`src/rtl/mem_lsu_if.sv`:
```
// Data-bus interface between the MEM-stage load/store unit and data memory.
// The master side issues requests; the slave side grants them and returns read data.
interface mem_lsu_if;
  logic        req;
  logic        we;
  logic [31:0] addr;
  logic [3:0]  be;
  logic [31:0] wdata;
  logic        gnt;
  logic        rvalid;
  logic [31:0] rdata;

  modport master (output req, we, addr, be, wdata, input gnt, rvalid, rdata);
  modport slave  (input req, we, addr, be, wdata, output gnt, rvalid, rdata);
endinterface

```
`src/rtl/mem_lsu.sv`:
```
// MEM-stage load/store unit. Issues one bus access per load/store, stalls the
// pipeline until it completes (or times out), aligns and extends load data and
// hands the writeback bundle to mem_wb. Non-memory instructions pass straight through.
module mem_lsu #(
  parameter int TIMEOUT = 16,
  parameter int CNT_W   = 5
) (
  input  logic        clk,
  input  logic        rst,
  input  logic [31:0] inst_i,
  input  logic [31:0] instaddr_i,
  input  logic        regs_wen_i,
  input  logic [4:0]  rd_addr_i,
  input  logic [31:0] rd_data_i,
  input  logic        csr_wen_i,
  input  logic [11:0] csr_wr_addr_i,
  input  logic [31:0] csr_wr_data_i,
  input  logic        ls_valid_i,
  input  logic        ls_we_i,
  input  logic [1:0]  ls_size_i,
  input  logic        ls_unsigned_i,
  input  logic [31:0] ls_addr_i,
  input  logic [31:0] ls_wdata_i,
  mem_lsu_if.master   dmem,
  output logic        hold_req_o,
  output logic        misalign_o,
  output logic        bus_err_o,
  output logic [31:0] inst_o,
  output logic [31:0] instaddr_o,
  output logic        regs_wen_o,
  output logic [4:0]  rd_addr_o,
  output logic [31:0] rd_data_o,
  output logic        csr_wen_o,
  output logic [11:0] csr_wr_addr_o,
  output logic [31:0] csr_wr_data_o
);

  typedef enum logic [1:0] {IDLE, REQ, WAIT} state_t;

  state_t           state_q, state_d;
  logic [CNT_W-1:0] cnt_q;
  logic             aligned;
  logic             start;
  logic             tmo;
  logic             complete;
  logic             err;
  logic [3:0]       be;
  logic [31:0]      wdata;
  logic [31:0]      shifted;
  logic [31:0]      load_data;

  // Access decode: alignment check, byte enables and lane-replicated store data.
  always_comb begin
    aligned = 1'b1;
    be      = 4'b1111;
    wdata   = ls_wdata_i;
    unique case (ls_size_i)
      2'b00: begin
        aligned = 1'b1;
        be      = 4'b0001 << ls_addr_i[1:0];
        wdata   = {4{ls_wdata_i[7:0]}};
      end
      2'b01: begin
        aligned = ~ls_addr_i[0];
        be      = 4'b0011 << ls_addr_i[1:0];
        wdata   = {2{ls_wdata_i[15:0]}};
      end
      default: begin
        aligned = (ls_addr_i[1:0] == 2'b00);
        be      = 4'b1111;
        wdata   = ls_wdata_i;
      end
    endcase
  end

  assign start = (state_q == IDLE) && ls_valid_i && aligned;
  assign tmo   = (state_q != IDLE) && (cnt_q == CNT_W'(TIMEOUT - 1));

  // State register; reset abandons any access in flight.
  always_ff @(posedge clk or posedge rst) begin
    if (rst) state_q <= IDLE;
    else     state_q <= state_d;
  end

  // Next state plus completion/timeout flags; a completion beats a timeout in the same cycle.
  always_comb begin
    state_d  = state_q;
    complete = 1'b0;
    err      = 1'b0;
    unique case (state_q)
      IDLE: begin
        if (start) begin
          if (dmem.gnt) begin
            if (ls_we_i) complete = 1'b1;
            else         state_d  = WAIT;
          end else begin
            state_d = REQ;
          end
        end
      end
      REQ: begin
        if (dmem.gnt && ls_we_i) begin
          complete = 1'b1;
          state_d  = IDLE;
        end else if (tmo) begin
          err     = 1'b1;
          state_d = IDLE;
        end else if (dmem.gnt) begin
          state_d = WAIT;
        end
      end
      WAIT: begin
        if (dmem.rvalid) begin
          complete = 1'b1;
          state_d  = IDLE;
        end else if (tmo) begin
          err     = 1'b1;
          state_d = IDLE;
        end
      end
      default: state_d = IDLE;
    endcase
  end

  // Timeout counter restarts on every entry into REQ or WAIT and counts cycles spent there.
  always_ff @(posedge clk or posedge rst) begin
    if (rst)                                             cnt_q <= '0;
    else if ((state_d != IDLE) && (state_d != state_q)) cnt_q <= '0;
    else if (state_q != IDLE)                            cnt_q <= cnt_q + 1'b1;
  end

  // Load alignment: shift the addressed lane down, then sign- or zero-extend.
  always_comb begin
    shifted   = dmem.rdata >> {ls_addr_i[1:0], 3'b000};
    load_data = shifted;
    unique case (ls_size_i)
      2'b00:   load_data = ls_unsigned_i ? {24'b0, shifted[7:0]}
                                         : {{24{shifted[7]}}, shifted[7:0]};
      2'b01:   load_data = ls_unsigned_i ? {16'b0, shifted[15:0]}
                                         : {{16{shifted[15]}}, shifted[15:0]};
      default: load_data = shifted;
    endcase
  end

  assign dmem.req   = ~rst & (start | (state_q == REQ));
  assign dmem.we    = ls_we_i;
  assign dmem.addr  = {ls_addr_i[31:2], 2'b00};
  assign dmem.be    = be;
  assign dmem.wdata = wdata;

  assign hold_req_o = ~rst & (start | (state_q != IDLE)) & ~complete & ~err;
  assign misalign_o = ~rst & (state_q == IDLE) & ls_valid_i & ~aligned;
  assign bus_err_o  = ~rst & err;

  assign inst_o        = inst_i;
  assign instaddr_o    = instaddr_i;
  assign rd_addr_o     = rd_addr_i;
  assign rd_data_o     = ((state_q == WAIT) && dmem.rvalid) ? load_data : rd_data_i;
  assign regs_wen_o    = ~rst & regs_wen_i & ~hold_req_o & ~misalign_o & ~err;
  assign csr_wen_o     = ~rst & csr_wen_i & ~hold_req_o;
  assign csr_wr_addr_o = csr_wr_addr_i;
  assign csr_wr_data_o = csr_wr_data_i;

endmodule

```
`src/flat_wrapper.sv`:
```
// flat-port wrapper written by rule: the top's interface ports become plain ports
module mem_lsu_flat 
#(
  parameter int TIMEOUT = 16,
  parameter int CNT_W   = 5
)
  (clk, rst, inst_i, instaddr_i, regs_wen_i, rd_addr_i, rd_data_i, csr_wen_i, csr_wr_addr_i, csr_wr_data_i, ls_valid_i, ls_we_i, ls_size_i, ls_unsigned_i, ls_addr_i, ls_wdata_i, hold_req_o, misalign_o, bus_err_o, inst_o, instaddr_o, regs_wen_o, rd_addr_o, rd_data_o, csr_wen_o, csr_wr_addr_o, csr_wr_data_o, dmem_req, dmem_we, dmem_addr, dmem_be, dmem_wdata, dmem_gnt, dmem_rvalid, dmem_rdata);
  mem_lsu_if dmem_i ();
  input  logic clk;
  input  logic rst;
  input  logic [31:0] inst_i;
  input  logic [31:0] instaddr_i;
  input  logic regs_wen_i;
  input  logic [4:0] rd_addr_i;
  input  logic [31:0] rd_data_i;
  input  logic csr_wen_i;
  input  logic [11:0] csr_wr_addr_i;
  input  logic [31:0] csr_wr_data_i;
  input  logic ls_valid_i;
  input  logic ls_we_i;
  input  logic [1:0] ls_size_i;
  input  logic ls_unsigned_i;
  input  logic [31:0] ls_addr_i;
  input  logic [31:0] ls_wdata_i;
  output logic hold_req_o;
  output logic misalign_o;
  output logic bus_err_o;
  output logic [31:0] inst_o;
  output logic [31:0] instaddr_o;
  output logic regs_wen_o;
  output logic [4:0] rd_addr_o;
  output logic [31:0] rd_data_o;
  output logic csr_wen_o;
  output logic [11:0] csr_wr_addr_o;
  output logic [31:0] csr_wr_data_o;
  output wire logic [$bits(dmem_i.req)-1:0] dmem_req;
  output wire logic [$bits(dmem_i.we)-1:0] dmem_we;
  output wire logic [$bits(dmem_i.addr)-1:0] dmem_addr;
  output wire logic [$bits(dmem_i.be)-1:0] dmem_be;
  output wire logic [$bits(dmem_i.wdata)-1:0] dmem_wdata;
  input wire logic [$bits(dmem_i.gnt)-1:0] dmem_gnt;
  input wire logic [$bits(dmem_i.rvalid)-1:0] dmem_rvalid;
  input wire logic [$bits(dmem_i.rdata)-1:0] dmem_rdata;
  assign dmem_req = dmem_i.req;
  assign dmem_we = dmem_i.we;
  assign dmem_addr = dmem_i.addr;
  assign dmem_be = dmem_i.be;
  assign dmem_wdata = dmem_i.wdata;
  assign dmem_i.gnt = dmem_gnt;
  assign dmem_i.rvalid = dmem_rvalid;
  assign dmem_i.rdata = dmem_rdata;
  mem_lsu #(.TIMEOUT(TIMEOUT), .CNT_W(CNT_W)) u_core (.clk(clk), .rst(rst), .inst_i(inst_i), .instaddr_i(instaddr_i), .regs_wen_i(regs_wen_i), .rd_addr_i(rd_addr_i), .rd_data_i(rd_data_i), .csr_wen_i(csr_wen_i), .csr_wr_addr_i(csr_wr_addr_i), .csr_wr_data_i(csr_wr_data_i), .ls_valid_i(ls_valid_i), .ls_we_i(ls_we_i), .ls_size_i(ls_size_i), .ls_unsigned_i(ls_unsigned_i), .ls_addr_i(ls_addr_i), .ls_wdata_i(ls_wdata_i), .dmem(dmem_i), .hold_req_o(hold_req_o), .misalign_o(misalign_o), .bus_err_o(bus_err_o), .inst_o(inst_o), .instaddr_o(instaddr_o), .regs_wen_o(regs_wen_o), .rd_addr_o(rd_addr_o), .rd_data_o(rd_data_o), .csr_wen_o(csr_wen_o), .csr_wr_addr_o(csr_wr_addr_o), .csr_wr_data_o(csr_wr_data_o));
endmodule
```
`config.mk`:
```
export PLATFORM = sky130hd
export DESIGN_NAME = mem_lsu_flat
export DESIGN_NICKNAME = d
export VERILOG_FILES = /design/src/rtl/mem_lsu_if.sv /design/src/rtl/mem_lsu.sv /design/src/flat_wrapper.sv
export SDC_FILE = /design/constraint.sdc
export NUM_CORES = 1
export LEC_CHECK = 0
export BUFFER_PORTS_ARGS = -buffer_cell sky130_fd_sc_hd__buf_2
export CAP_MARGIN = 20
export CORE_AREA = 4 4 182 184
export CTS_BUF_LIST = sky130_fd_sc_hd__clkbuf_4
export DETAILED_ROUTE_END_ITERATION = 10
export DIE_AREA = 0 0 186 188
export SYNTH_ARGS = -nofsm -noshare
export SYNTH_HDL_FRONTEND = slang
export SYNTH_SLANG_ARGS = --single-unit
export TNS_END_PERCENT = 1
```
`constraint.sdc`:
```
create_clock -name clk -period 2.5 [get_ports clk]
set_clock_uncertainty 0.15 [all_clocks]
set_input_delay 0.375 -clock clk [delete_from_list [all_inputs] [get_ports clk]]
set_output_delay 0.375 -clock clk [all_outputs]
set_load 0.005 [all_outputs]
```
==> qor.txt <==
die area - 35000 µm²
share of the yosys chip area belonging to registers - 0.0559
Max Root-Sink Buffers - 2
Buf/Inv on CP - 2
status - finished clean
startpoint class of the critical path - flip-flop
Seq cells post-synth - 7
Final #Nets - 739
minimum clock period - 2.47 ns
Peak Freq - 405 MHz
Finish-stage setup viols - 0
Yosys top cell by area - buf_4
TritonRoute pass-1 iters - 4
Hold Path Depth - 2
pin count of the biggest net entering global routing - 27
Placer Congestion - 0.763
routed wire length per instance - 18.1 µm
Worst setup EP type - output port
Cell Rows - 65
Syn-to-layout area delta - 19.0%
H-Tree Level Count - 1
clk slew on worst S/H paths - 0.05 ns
Initial Utilization - 0.0998
Power per Cell Area - 478 nW/µm²
Total Wirelength - 15.9 mm
main area contributors after synthesis - buf_4 37%, mux2i_1 8.3%, mux2_2 8.3%, dfrtp_1 5.6%, nand2_1 4.7%
CTS tree - built
worst-path maximum fanout - 4
Buffers on Ports - 183
Total Routing Usage GR - 0.0812
Yosys warnings - 0
# DRC - 0
Die X - 186 µm
antenna violations before repair - 7
antenna-violating nets left - 0
post-route setup slack - 0.0313 ns
Clock Latency Late Sink - 0.25 ns
Cell Chain, Critical Path - inv_2 -> ha_4 -> nand4_1 -> nor2b_4 -> o31a_1 -> nor3b_4 -> nor3b_2 -> buf_2
first-pass GRT wire length - 20.3 mm
clk sinks - 7
final-report hold violation count - 0
die height - 188 µm
average size of a mapped cell - 7.31 µm²
setup TNS - 0 ns
Syn Inst Count - 429
layout cells sized above 1 - 0.552
Tot Pwr - 0.00178 W
Worst R2R End - u_core.cnt_q[3]
worst vdd ir - 243 µV
CTS Buf Count - 3
GRT overflow - 0
critical path class - reg2out
WHS - 0.363 ns
core area - 31400 µm²
critical path depth - 8
Synth top area share - 0.371
Yosys cell types - 46
Hold Path End - u_core.cnt_q[4]
Final Cycle Share - 0.987
R2R Path Start - u_core.state_q[0]
Final Max Slew Viols - 0
routed vias/inst - 3.51
initial DRC count - 79
Hold WC Path Type - reg2reg
post-DP HPWL - 13.9 mm
reg2reg path depth - 8
Critical-path top delay cell - dfrtp_1
vias in the first global route - 3128
critical path arrival - 1.94 ns
Max-Cap Viols - 0
via count - 3099
P_leak - 1.77 nW
delay-heaviest family, CP - simple AND/OR/NAND/NOR gates
slack of the worst reg-to-reg path - 0.17 ns
RSZ-0062 raised after global routing - true
# diodes - 0
pre-CTS setup slack - -0.285 ns
CP peak stage delay - 0.39 ns
Ports - 472
hold_sp - u_core.cnt_q[4]
clk root buf - clkbuf_4
Critical Path RT - 1.98 ns
mapped cell area - 3130 µm²
-- registers in the layout, indices dropped and copies added, names as in the netlist --
register	cells
u_core.cnt_q	5
u_core.state_q	2
-- stage by stage --
stage | std cells | util | area [µm²]
global route | 882 | 0.119 | 3730
finish | 882 | 0.119 | 3730
floorplan | 430 | - | 3140
CTS | 879 | 0.117 | 3660
detailed placement | 870 | 0.113 | 3540
global placement | 870 | 0.113 | 3540
-- worst min-delay path: cells and delay by family (launching register included) --
kind	cells	cell delay, ns
AOI/OAI and AO/OA	1	0.06
and+or+nand+nor	1	0.08
DFF	1	0.34
-- cell usage after synthesis, drive strengths merged --
| library cell | count |
|---|---|
| ha | 6 |
| nand3b | 1 |
| o21ai | 21 |
| o21a | 8 |
| o211ai | 7 |
| conb | 1 |
| nor3 | 3 |
| nand2b | 3 |
| a41oi | 3 |
| a21boi | 1 |
| buf | 165 |
| or2 | 1 |
| nor2 | 29 |
| nand4 | 3 |
| nor3b | 2 |
| a22oi | 1 |
| a211oi | 2 |
| mux2i | 26 |
| dfrtp | 7 |
| o31ai | 2 |
| o21bai | 2 |
| mux2 | 23 |
| clkbuf | 10 |
| nand2 | 40 |
| o31a | 1 |
| xnor2 | 1 |
| o22ai | 1 |
| a221oi | 1 |
| and3 | 1 |
| o22a | 16 |
| nor2b | 4 |
| a21oi | 12 |
| o211a | 1 |
| inv | 9 |
| xor2 | 2 |
| and2 | 11 |
| nor4 | 2 |
-- area by class of cell --
cell class,instances,area (µm²)
repair buffers,221,1250
clock buffers,4,30.0
fillers,3671,27700
flip-flops and latches,7,175
well taps,402,503
inverters,9,33.8
multi-input cells,239,1730
-- worst max path at each step --
stage	end	slack [ns]	startpoint
4_1_cts	csr_wen_o	-0.05	u_core.state_q[0]
3_5_place_dp	rd_data_o[16]	-0.29	ls_addr_i[0]
3_3_place_gp	rd_data_o[16]	-0.21	ls_addr_i[0]
5_1_grt	csr_wen_o	-0.07	u_core.state_q[0]
2_1_floorplan	csr_wen_o	0.18	u_core.state_q[0]
6_report	csr_wen_o	0.03	u_core.state_q[0]
-- layer usage --
metal  GRT usage  vias up  share of wire
met1      0.0735     1359           0.32
met3      0.0363      104           0.12
met2       0.144      224           0.47
met4      0.0544       12          0.079
li1            -     1400              -
met5           0        -         0.0039
-- where the power goes --
group	leakage [nW]	total, W	internal [W]	switching, W
logic	1.65	0.00149	0.000719	0.000767
registers	0.0938	0.000183	0.000153	0.0000299
clock network	0.0184	0.000113	0.0000717	0.0000412
total	1.77	0.00178	0.000944	0.000838
-- cell usage in the layout (no fill, tap or decap), types with 2 or more instances in the layout --
cell / synthesis / routed
conb_1: 1 / 2
a21oi_1: 12 / 12
mux2i_1: 26 / 24
ha_1: 6 / 5
a41oi_2: 2 / 2
o22a_1: 16 / 16
mux2i_2: 0 / 2
dfrtp_1: 7 / 7
nor4_1: 2 / 2
o211ai_1: 7 / 7
inv_2: 0 / 2
nor2b_1: 4 / 3
nand4_1: 3 / 3
inv_1: 9 / 7
buf_2: 5 / 182
nand2_1: 39 / 39
nand2b_1: 3 / 3
nor2_1: 29 / 28
nor3_1: 3 / 2
xor2_1: 2 / 2
and2_1: 11 / 10
o21ai_1: 1 / 2
clkbuf_4: 0 / 5
buf_12: 0 / 3
mux2_2: 23 / 23
o21bai_1: 2 / 2
buf_6: 1 / 3
o21a_1: 8 / 8
buf_4: 155 / 31
o21ai_0: 19 / 18
-- what timing repair did --
| action | in CTS | in global routing |
|---|---|---|
| pin swaps | 2 | 4 |
| gates resized for setup | 11 | 11 |
| hold endpoints to repair | 7 | 0 |
| setup endpoints to repair | 25 | 31 |
| hold buffers | 1 | 0 |
| setup buffers | 4 | 3 |
-- kinds of logic after synthesis --
family | after synthesis | share of synthesized area
buffers and inverters | 184 | 0.414
AND/OR/NAND/NOR | 100 | 0.147
AO/OA/AOI/OAI | 79 | 0.184
multiplexers | 49 | 0.166
flip-flops | 7 | 0.0559
adder cells (fa/ha/maj) | 6 | 0.0240
XOR/XNOR | 3 | 0.00838
other | 1 | 0.00120
No activity file was read; power rests on OpenSTA's default activity.
